File: src/rtl/reg_share_arb_pkg.sv
// Shared types and default sizing for the round-robin shared-register arbiter.
package reg_share_arb_pkg;

    typedef enum logic {
        ARB_IDLE  = 1'b0,
        ARB_GRANT = 1'b1
    } arb_state_t;

    localparam int DEF_N_REQ    = 4;
    localparam int DEF_DATA_W   = 8;
    localparam int DEF_MAX_LOCK = 4;

endpackage

File: src/rtl/reg_share_arb_if.sv
// Requester-side bus of the arbiter: per-requester req/lock/wdata in,
// grant and shared register contents out. Master = requesters, slave = arbiter.
interface reg_share_arb_if #(
    parameter int N_REQ  = reg_share_arb_pkg::DEF_N_REQ,
    parameter int DATA_W = reg_share_arb_pkg::DEF_DATA_W
);
    localparam int IDX_W = $clog2(N_REQ);

    logic [N_REQ-1:0]  req;
    logic [N_REQ-1:0]  lock;
    logic [DATA_W-1:0] wdata [N_REQ];
    logic [N_REQ-1:0]  gnt;
    logic [DATA_W-1:0] q;
    logic              q_valid;
    logic [IDX_W-1:0]  q_src;
    logic              busy;

    modport master (
        output req, lock, wdata,
        input  gnt, q, q_valid, q_src, busy
    );

    modport slave (
        input  req, lock, wdata,
        output gnt, q, q_valid, q_src, busy
    );
endinterface

File: src/rtl/reg_share_arb_rr_pick.sv
// Combinational round-robin picker: first set req bit at or after ptr, wrapping.
// Zero latency; the caller decides when the result is consumed.
module rr_pick #(
    parameter int N_REQ = reg_share_arb_pkg::DEF_N_REQ,
    parameter int IDX_W = $clog2(N_REQ)
) (
    input  logic [N_REQ-1:0] req,
    input  logic [IDX_W-1:0] ptr,
    output logic [IDX_W-1:0] winner,
    output logic             any_req
);
    localparam int SW = IDX_W + 1;

    logic [N_REQ-1:0] rot;
    logic [IDX_W-1:0] off;
    logic [SW-1:0]    sum;
    logic [SW-1:0]    wrapped;

    always_comb begin
        // Rotating the doubled vector puts requester ptr at bit 0.
        rot     = N_REQ'({req, req} >> ptr);
        any_req = |req;
        off     = '0;
        for (int i = N_REQ - 1; i >= 0; i--) begin
            if (rot[i]) off = IDX_W'(i);
        end
        sum     = {1'b0, ptr} + {1'b0, off};
        wrapped = (sum >= SW'(N_REQ)) ? (sum - SW'(N_REQ)) : sum;
        winner  = IDX_W'(wrapped);
    end

endmodule

File: src/rtl/reg_share_arb.sv
// Round-robin owner of one shared register; owner writes on the edge after grant,
// optional lock holds the grant for up to MAX_LOCK back-to-back writes.
module reg_share_arb
    import reg_share_arb_pkg::*;
#(
    parameter int N_REQ    = DEF_N_REQ,
    parameter int DATA_W   = DEF_DATA_W,
    parameter int MAX_LOCK = DEF_MAX_LOCK
) (
    input  logic           clk,
    input  logic           rst,
    reg_share_arb_if.slave bus
);
    localparam int IDX_W = $clog2(N_REQ);
    localparam int CNT_W = $clog2(MAX_LOCK + 1);
    localparam logic [CNT_W-1:0] MAX_LOCK_C = CNT_W'(MAX_LOCK);

    arb_state_t        state_q, state_d;
    logic [N_REQ-1:0]  gnt_q, gnt_d;
    logic [IDX_W-1:0]  owner_q, owner_d;
    logic [IDX_W-1:0]  ptr_q, ptr_d;
    logic [CNT_W-1:0]  lock_cnt_q, lock_cnt_d;
    logic [DATA_W-1:0] data_q, data_d;
    logic [IDX_W-1:0]  src_q, src_d;
    logic              vld_q, vld_d;
    logic              busy_q, busy_d;

    logic [IDX_W-1:0]  winner;
    logic              any_req;
    logic [CNT_W-1:0]  cnt_inc;
    logic [IDX_W-1:0]  next_ptr;
    logic              release_grant;

    rr_pick #(
        .N_REQ (N_REQ),
        .IDX_W (IDX_W)
    ) u_pick (
        .req     (bus.req),
        .ptr     (ptr_q),
        .winner  (winner),
        .any_req (any_req)
    );

    always_comb begin
        state_d       = state_q;
        gnt_d         = gnt_q;
        owner_d       = owner_q;
        ptr_d         = ptr_q;
        lock_cnt_d    = lock_cnt_q;
        data_d        = data_q;
        src_d         = src_q;
        vld_d         = 1'b0;
        release_grant = 1'b0;
        // lock_cnt stays below MAX_LOCK while granted, so the increment cannot wrap.
        cnt_inc       = lock_cnt_q + CNT_W'(1);
        next_ptr      = (owner_q == IDX_W'(N_REQ - 1)) ? '0 : owner_q + IDX_W'(1);

        case (state_q)
            ARB_IDLE: begin
                gnt_d = '0;
                if (any_req) begin
                    gnt_d[winner] = 1'b1;
                    owner_d       = winner;
                    lock_cnt_d    = '0;
                    state_d       = ARB_GRANT;
                end
            end
            ARB_GRANT: begin
                if (bus.req[owner_q] && gnt_q[owner_q]) begin
                    data_d     = bus.wdata[owner_q];
                    src_d      = owner_q;
                    vld_d      = 1'b1;
                    lock_cnt_d = cnt_inc;
                    if (!(bus.lock[owner_q] && (cnt_inc < MAX_LOCK_C))) begin
                        release_grant = 1'b1;
                    end
                end else begin
                    release_grant = 1'b1;
                end
                if (release_grant) begin
                    gnt_d   = '0;
                    ptr_d   = next_ptr;
                    state_d = ARB_IDLE;
                end
            end
            default: begin
                gnt_d   = '0;
                state_d = ARB_IDLE;
            end
        endcase

        busy_d = (state_d == ARB_GRANT);
    end

    always_ff @(posedge clk or posedge rst) begin
        if (rst) begin
            state_q    <= ARB_IDLE;
            gnt_q      <= '0;
            owner_q    <= '0;
            ptr_q      <= '0;
            lock_cnt_q <= '0;
            data_q     <= '0;
            src_q      <= '0;
            vld_q      <= 1'b0;
            busy_q     <= 1'b0;
        end else begin
            state_q    <= state_d;
            gnt_q      <= gnt_d;
            owner_q    <= owner_d;
            ptr_q      <= ptr_d;
            lock_cnt_q <= lock_cnt_d;
            data_q     <= data_d;
            src_q      <= src_d;
            vld_q      <= vld_d;
            busy_q     <= busy_d;
        end
    end

    assign bus.gnt     = gnt_q;
    assign bus.q       = data_q;
    assign bus.q_valid = vld_q;
    assign bus.q_src   = src_q;
    assign bus.busy    = busy_q;

endmodule
File: src/flat_wrapper.sv
// flat-port wrapper written by rule: the top's interface ports become plain ports
module reg_share_arb_flat import reg_share_arb_pkg::*;
#(
    parameter int N_REQ    = DEF_N_REQ,
    parameter int DATA_W   = DEF_DATA_W,
    parameter int MAX_LOCK = DEF_MAX_LOCK
)
  (clk, rst, bus_req, bus_lock, bus_wdata, bus_gnt, bus_q, bus_q_valid, bus_q_src, bus_busy);
  reg_share_arb_if #(.N_REQ(N_REQ), .DATA_W(DATA_W)) bus_i ();
  input  logic clk;
  input  logic rst;
  input wire logic [$bits(bus_i.req)-1:0] bus_req;
  input wire logic [$bits(bus_i.lock)-1:0] bus_lock;
  input wire logic [$bits(bus_i.wdata)-1:0] bus_wdata;
  output wire logic [$bits(bus_i.gnt)-1:0] bus_gnt;
  output wire logic [$bits(bus_i.q)-1:0] bus_q;
  output wire logic [$bits(bus_i.q_valid)-1:0] bus_q_valid;
  output wire logic [$bits(bus_i.q_src)-1:0] bus_q_src;
  output wire logic [$bits(bus_i.busy)-1:0] bus_busy;
  assign bus_i.req = bus_req;
  assign bus_i.lock = bus_lock;
  assign bus_i.wdata = {>>{bus_wdata}};
  assign bus_gnt = bus_i.gnt;
  assign bus_q = bus_i.q;
  assign bus_q_valid = bus_i.q_valid;
  assign bus_q_src = bus_i.q_src;
  assign bus_busy = bus_i.busy;
  reg_share_arb #(.N_REQ(N_REQ), .DATA_W(DATA_W), .MAX_LOCK(MAX_LOCK)) u_core (.clk(clk), .rst(rst), .bus(bus_i));
endmodule
File: config.mk
export PLATFORM = sky130hd
export DESIGN_NAME = reg_share_arb_flat
export DESIGN_NICKNAME = d
export VERILOG_FILES = /design/src/rtl/reg_share_arb_pkg.sv /design/src/rtl/reg_share_arb_if.sv /design/src/rtl/reg_share_arb_rr_pick.sv /design/src/rtl/reg_share_arb.sv /design/src/flat_wrapper.sv
export SDC_FILE = /design/constraint.sdc
export NUM_CORES = 1
export LEC_CHECK = 0
export CORE_AREA = 2 2 59 61
export CTS_CLUSTER_SIZE = 12
export DETAILED_ROUTE_END_ITERATION = 8
export DIE_AREA = 0 0 61 63
export DONT_BUFFER_PORTS = 1
export PLACE_DENSITY = 0.72
export RECOVER_POWER = 50
export SKIP_LAST_GASP = 1
export SYNTH_ARGS = -nofsm -noshare
export SYNTH_HDL_FRONTEND = slang
export SYNTH_HIERARCHICAL = 1
export SYNTH_SLANG_ARGS = --single-unit
File: constraint.sdc
create_clock -name clk -period 1.8 [get_ports clk]
set_input_delay 0.09 -clock clk [delete_from_list [all_inputs] [get_ports clk]]
set_output_delay 0.09 -clock clk [all_outputs]
set_load 0.02 [all_outputs]
Word-level counts from Yosys, hierarchy flattened:

Cells that the tools add are included.

* bits in registers: 23
* word-level logic and storage cells: 64

* add/subtract/negate cells: 4
* magnitude comparators: 6
* equality and inequality tests: 4
* shift-type cells: 1
* mux-type cells: 31
* bitwise logic cells: 2
* reductions and logical operators: 8

Operators with widths (count)
* $bmux 8 s2: 1
* $mux 8: 2
* $mux 2: 6
* $mux 1: 11
* $mux 4: 2
* $pmux 4 s2: 1
* $reduce_and 2->1: 4
* $shr 8x2->4: 1
* $bmux 1 s2: 3
* $ge 3x3->1 const B: 2
* $lt 2x3->1 const B: 2
* $mux 3: 2
* $pmux 3 s2: 1
* $ne 2x2->1 const B: 2
* $reduce_or 4->1: 1
* $add 2x2->3: 1
* $add 3x1->3 const B: 1
* $logic_and 1x1->1: 3
* $lt 3x3->1 const B: 1
* $not 2->3: 1
* $add 2x1->2 const B: 1
* $demux 1 s2: 1
* $eq 2x2->1 const B: 1
* $ge 2x1->1 const B: 1
* 4 further kinds: 4

Logic depth before layout (Yosys ltp):

* depth in word-level cells: 14
* gate-level depth with buffers: 10
* depth with buffers taken out: 9

By module:

Netlist, hierarchy kept.

Modules (own cells, without submodules)
* reg_share_arb: times used 1, cells each 87, area an instance 1218.7 um^2, seq. area each 575.6 um^2
* rr_pick: times used 1, cells each 27, area an instance 178.9 um^2, seq. area each 0.0 um^2

Worst setup path before layout:

Ideal clock, no wire load.

* path type: register -> register
* start: register u_core.ptr_q[0]
* end: register u_core.gnt_q[0], in the netlist u_core/bus.gnt[0]
* setup time: 118 ps
* arrival: 1762 ps
* data required time: 1682 ps
* path slack: -80 ps
* cell stages (with the launch flop): 11
* buffers on the path: 1
* period minus slack after synthesis: 1880 ps
* path through: dfrtp_1 > buf_4 > nand2_1 > nor2_1 > o21ai_0 > o211ai_1 > ha_1 > xor2_1 > xnor2_1 > nor3_1 > a21o_1

* longest elaborated chain between the ends: 14
* elaborated cells on any way between the ends: 16
* those cells by class: 2 x add/sub; 3 x order compare; 1 x shift; 9 x mux; 1 x reduce/logical

Ends and longest elaborated chain
* from (decl): line reg_share_arb.sv:21 `logic [IDX_W-1:0] ptr_q, ptr_d;`
* from (signal assigned): line reg_share_arb.sv:110 `ptr_q <= ptr_d;`
* $shr 8x2->4: line reg_share_arb_rr_pick.sv:21 `rot = N_REQ'({req, req} >> ptr);`
* $mux 2 (4 in series): line reg_share_arb_rr_pick.sv:25 `if (rot[i]) off = IDX_W'(i);`
* $add 2x2->3 *: line reg_share_arb_rr_pick.sv:27 `sum = {1'b0, ptr} + {1'b0, off};`
* $ge 3x3->1 or $sub 2x1->2 (tied branches): line reg_share_arb_rr_pick.sv:28 `wrapped = (sum >= SW'(N_REQ)) ? (sum - SW'(N_REQ)) : sum;`
* $mux 2 *: line reg_share_arb_rr_pick.sv:28
* net u_core.winner[1]: line reg_share_arb.sv:28 `logic [IDX_W-1:0] winner;`
* $lt 2x3->1 (implied by the code) or $ge 2x1->1 (tied branches): line reg_share_arb.sv:62 `gnt_d[winner] = 1'b1;`
* $logic_and 1x1->1 (implied by the code): line reg_share_arb.sv:62
* $mux 1 (implied by the code): line reg_share_arb.sv:62
* $demux 1 s2 *
* $mux 4 *: line reg_share_arb.sv:61 `if (any_req) begin`
* $pmux 4 s2 *: line reg_share_arb.sv:58 `case (state_q)`
* to (signal assigned): line reg_share_arb.sv:108 `gnt_q <= gnt_d;`
* to (decl): line reg_share_arb.sv:19 `logic [N_REQ-1:0] gnt_q, gnt_d;`

Mark *: on every way through the listed nets, which the timed path passes. The rest lies on a longest branch.
A chain may end at the register's enable or synchronous reset.

Worst setup path in the final report:

Ends and elaborated chain as after synthesis.

==> out/results.tsv <==
stage	metric	value	unit
grt	grt_max_degree	24	
worst_setup_path	r2r_setup_slack	-60	ps
cells_and_area	postLayoutCoreUtil	0.503	
logic_synthesis	ys.flop_type	dfrtp_1	
place	portBuffers	0	
logic_synthesis	ys_ff_latch	23	
clock_network	cts_tree	done	
logic_synthesis	yosysWarnings	6	
clock_network	root_buffer	clkbuf_4	
run	drv_cap	0	
worst_setup_path	worstPathCellList	buf_6 -> buf_6 -> or3_1 -> a21oi_2 -> a211oi_2 -> xnor2_2 -> nor3_1 -> a21o_1	
floorplan	coreArea	3230	um2
timing	period_minus_slack	1860	ps
worst_setup_path	arrival	2070	ps
floorplan	die_h	63	um
grt	grtUsageTotal	0.170	
logic_synthesis	syn-cell-area	1400	um2
logic_synthesis	netlist_instances	114	
logic_synthesis	synth-xor-area-share	0.0125	
worst_setup_path	crit_cells	8	
worst_setup_path	max_stage_delay	490	ps
logic_synthesis	synth_top_family_by_area	multiplexers	
floorplan	pin_count	58	
logic_synthesis	synth_common_cells	dfrtp_1 (23), nand2_1 (14), mux4_2 (10)	
place	hpwl	2.26	mm
logic_synthesis	synth.area.mux_share	0.286	
cells_and_area	instances_no_fill	175	
logic_synthesis	synthSimpleGateAreaFrac	0.126	
routing	wirelength	3.07	mm
timing	setup_viol	3	
logic_synthesis	postSynth.asyncResetShare	1.00	
timing	tightest_slew	1220	ps
routing	drtIter0Drc	33	
timing	min_period_over_period	1.03	
timing	finClkSkew	5.73	ps
worst_setup_path	critPathTopFamily	flip-flops	
clock_network	cts_sinks	23	
cells_and_area	layout-drive-gt1-share	0.450	
timing	rsz0062_at_grt	yes	
worst_setup_path	cp.required	2020	ps
pwr	peakVddDrop	0.000646	V
worst_setup_path	worstSetupStartpointType	flop	
timing	slew_headroom	0.185	
worst_hold_path	hp-class	in2reg	
worst_setup_path	reg2regPathDepth	8	
routing	vias	1010	
timing	setup_slack	-55.1	ps
grt	grt_pass1_vias	1046	
logic_synthesis	synth_compound_area_frac	0.0895	
logic_synthesis	synth_adder_area_share	0.0269	
timing	slew_viol_final	0	
logic_synthesis	synth-seq-area-share	0.412	
worst_setup_path	cp-startpoint	u_core/ptr_q[0]	
place	placed_cells	166	
logic_synthesis	synth_top_cells_by_area	dfrtp_1 (41%), mux4_2 (16%), mux2_2 (5.6%)	
timing	fmax	539	MHz
logic_synthesis	yosysMostFrequentCell	dfrtp_1	
grt	overflow	0	
routing	ant_nets	0	
place	gp_congestion	0.845	
floorplan	fp.dieW	61	um
cells_and_area	nets	175	
floorplan	start_util	0.432	
logic_synthesis	synth_fp_nets	159	
logic_synthesis	synth_edf_count	0	
logic_synthesis	yosysTopAreaCell	dfrtp_1	
worst_setup_path	crit_buf_inv	2	
clock_network	htreeDepth	1	
status	violations	setup timing	
floorplan	die-area	3840	um2
grt	grt_pass1_wl	5.00	mm
worst_setup_path	worstPathMaxFanout	6	
routing	via_per_inst	5.77	
cells_and_area	seqCellArea	583	um2
clock_network	clk_pin_slew_worst_paths	130	ps
worst_setup_path	cpMostUsedCell	buf_6	
routing	wl_per_cell	17.6	um
cells_and_area	fin_area	1620	um2
worst_setup_path	worstReg2RegStart	u_core/ptr_q[0]	
timing	hold_viol	0	
cells_and_area	antennaDiodeCount	0	
logic_synthesis	synth_area_per_cell	12.3	um2
cells_and_area	multi_input_area	811	um2
routing	drc_errors	0	
worst_setup_path	critPathCaptureType	flop	
pwr	p_total	2.71	mW
pwr	p_leak	0.709	nW
clock_network	clock_path_buffers	2	
cells_and_area	fillers	283	
floorplan	rows	21	
worst_setup_path	timing.critical_path.to	u_core/bus.gnt[0]	
clock_network	cts_buffers	3	
worst_setup_path	r2r_end	u_core/bus.gnt[0]	
routing	firstDrtPassIters	4	
timing	worst_hold_slack	134	ps
logic_synthesis	ys_types	36	
clock_network	insertion_delay	310	ps
worst_setup_path	slowest_stage	dfrtp_2	
pwr	powerDensity	1670	nW/um2
place	place_area	1500	um2
worst_setup_path	critPathKind	reg2reg	
grt	antenna_found_initial	0	
status	status	complete, but fails checks	
cells_and_area	area_delta_synth_final	16.2	%
logic_synthesis	synth_top_area_frac	0.412	
-- logic make-up (layout without fill, tap and decap cells) --
group                      after synthesis  in the layout
buffers and inverters                   10             25
xor gates and xnor gates                 2              2
AOI/OAI and AO/OA                       17             17
adders and majority gates                3              3
and+or+nand+nor                         35             35
muxes                                   24             24
DFF                                     23             23
-- per-stage QoR --
stage / TNS, ps / worst slack (ps)
5_1_grt: -341 / -104
6_report: -123 / -55.1
3_5_place_dp: -63.6 / -38.7
4_1_cts: -4.08 / -4.08
2_1_floorplan: 0 / 4.39
3_3_place_gp: 0 / 19.2
-- flip-flops by register name, summed over array words and instances, names as in the netlist --
| signal | count |
|---|---|
| u_core/bus.q | 8 |
| u_core/bus.q_valid | 1 |
| u_core/bus.q_src | 2 |
| u_core/owner_q | 2 |
| u_core/lock_cnt_q | 3 |
| u_core/bus.gnt | 4 |
| u_core/ptr_q | 2 |
| u_core/bus.busy | 1 |
-- how the worst min path moves through the flow --
stage | start | endpoint | slack (ps) | cells after the start
finish | bus_wdata[31] | u_core/bus.q[7] | 130 | 2
CTS | bus_wdata[31] | u_core/bus.q[7] | 140 | 2
floorplan | rst | u_core/bus.busy | 90 | 1
global route | bus_wdata[29] | u_core/bus.q[5] | 130 | 2
detailed placement | rst | u_core/bus.q[5] | 40 | 2
global placement | rst | u_core/bus.q[6] | 40 | 2
-- per-layer routing --
layer,share of wire,track usage,up-vias
met5,0,0,-
met4,0.016,0.0707,0
met3,0.060,0.0352,6
met2,0.55,0.278,35
met1,0.38,0.214,518
li1,-,-,451
-- placed cells by master, fill, tap and decap left out, drive strengths merged, types with 3 or more instances in the layout --
cell / instances
buf: 14
clkbuf: 4
dfrtp: 23
ha: 3
inv: 5
mux2: 12
mux4: 10
nand2: 14
nand2b: 5
nor2: 5
nor3: 4
o21ai: 4
-- report_power, final --
part	internal [mW]	switching (mW)
clock network	0.0829	0.156
logic	0.782	0.594
registers	0.728	0.365
-- final cells by class --
class | instances | area share
clock buffers | 3 | 0.0139
repair buffers | 16 | 0.0778
multi-input cells | 81 | 0.499
inverters | 5 | 0.0116
flip-flops and latches | 23 | 0.359
clock inverters | 1 | 0.00308
well taps | 46 | 0.0354
-- timing repair --
action | in CTS | in global routing
cloned | 0 | 0
gates resized for setup | 10 | 5
buffers inserted | 3 | 1
hold endpoints to repair | 23 | 0
pin swaps | 6 | 2
hold buffers | 1 | 0
setup endpoints to repair | 2 | 7
Power figures use the tool's default switching activity.
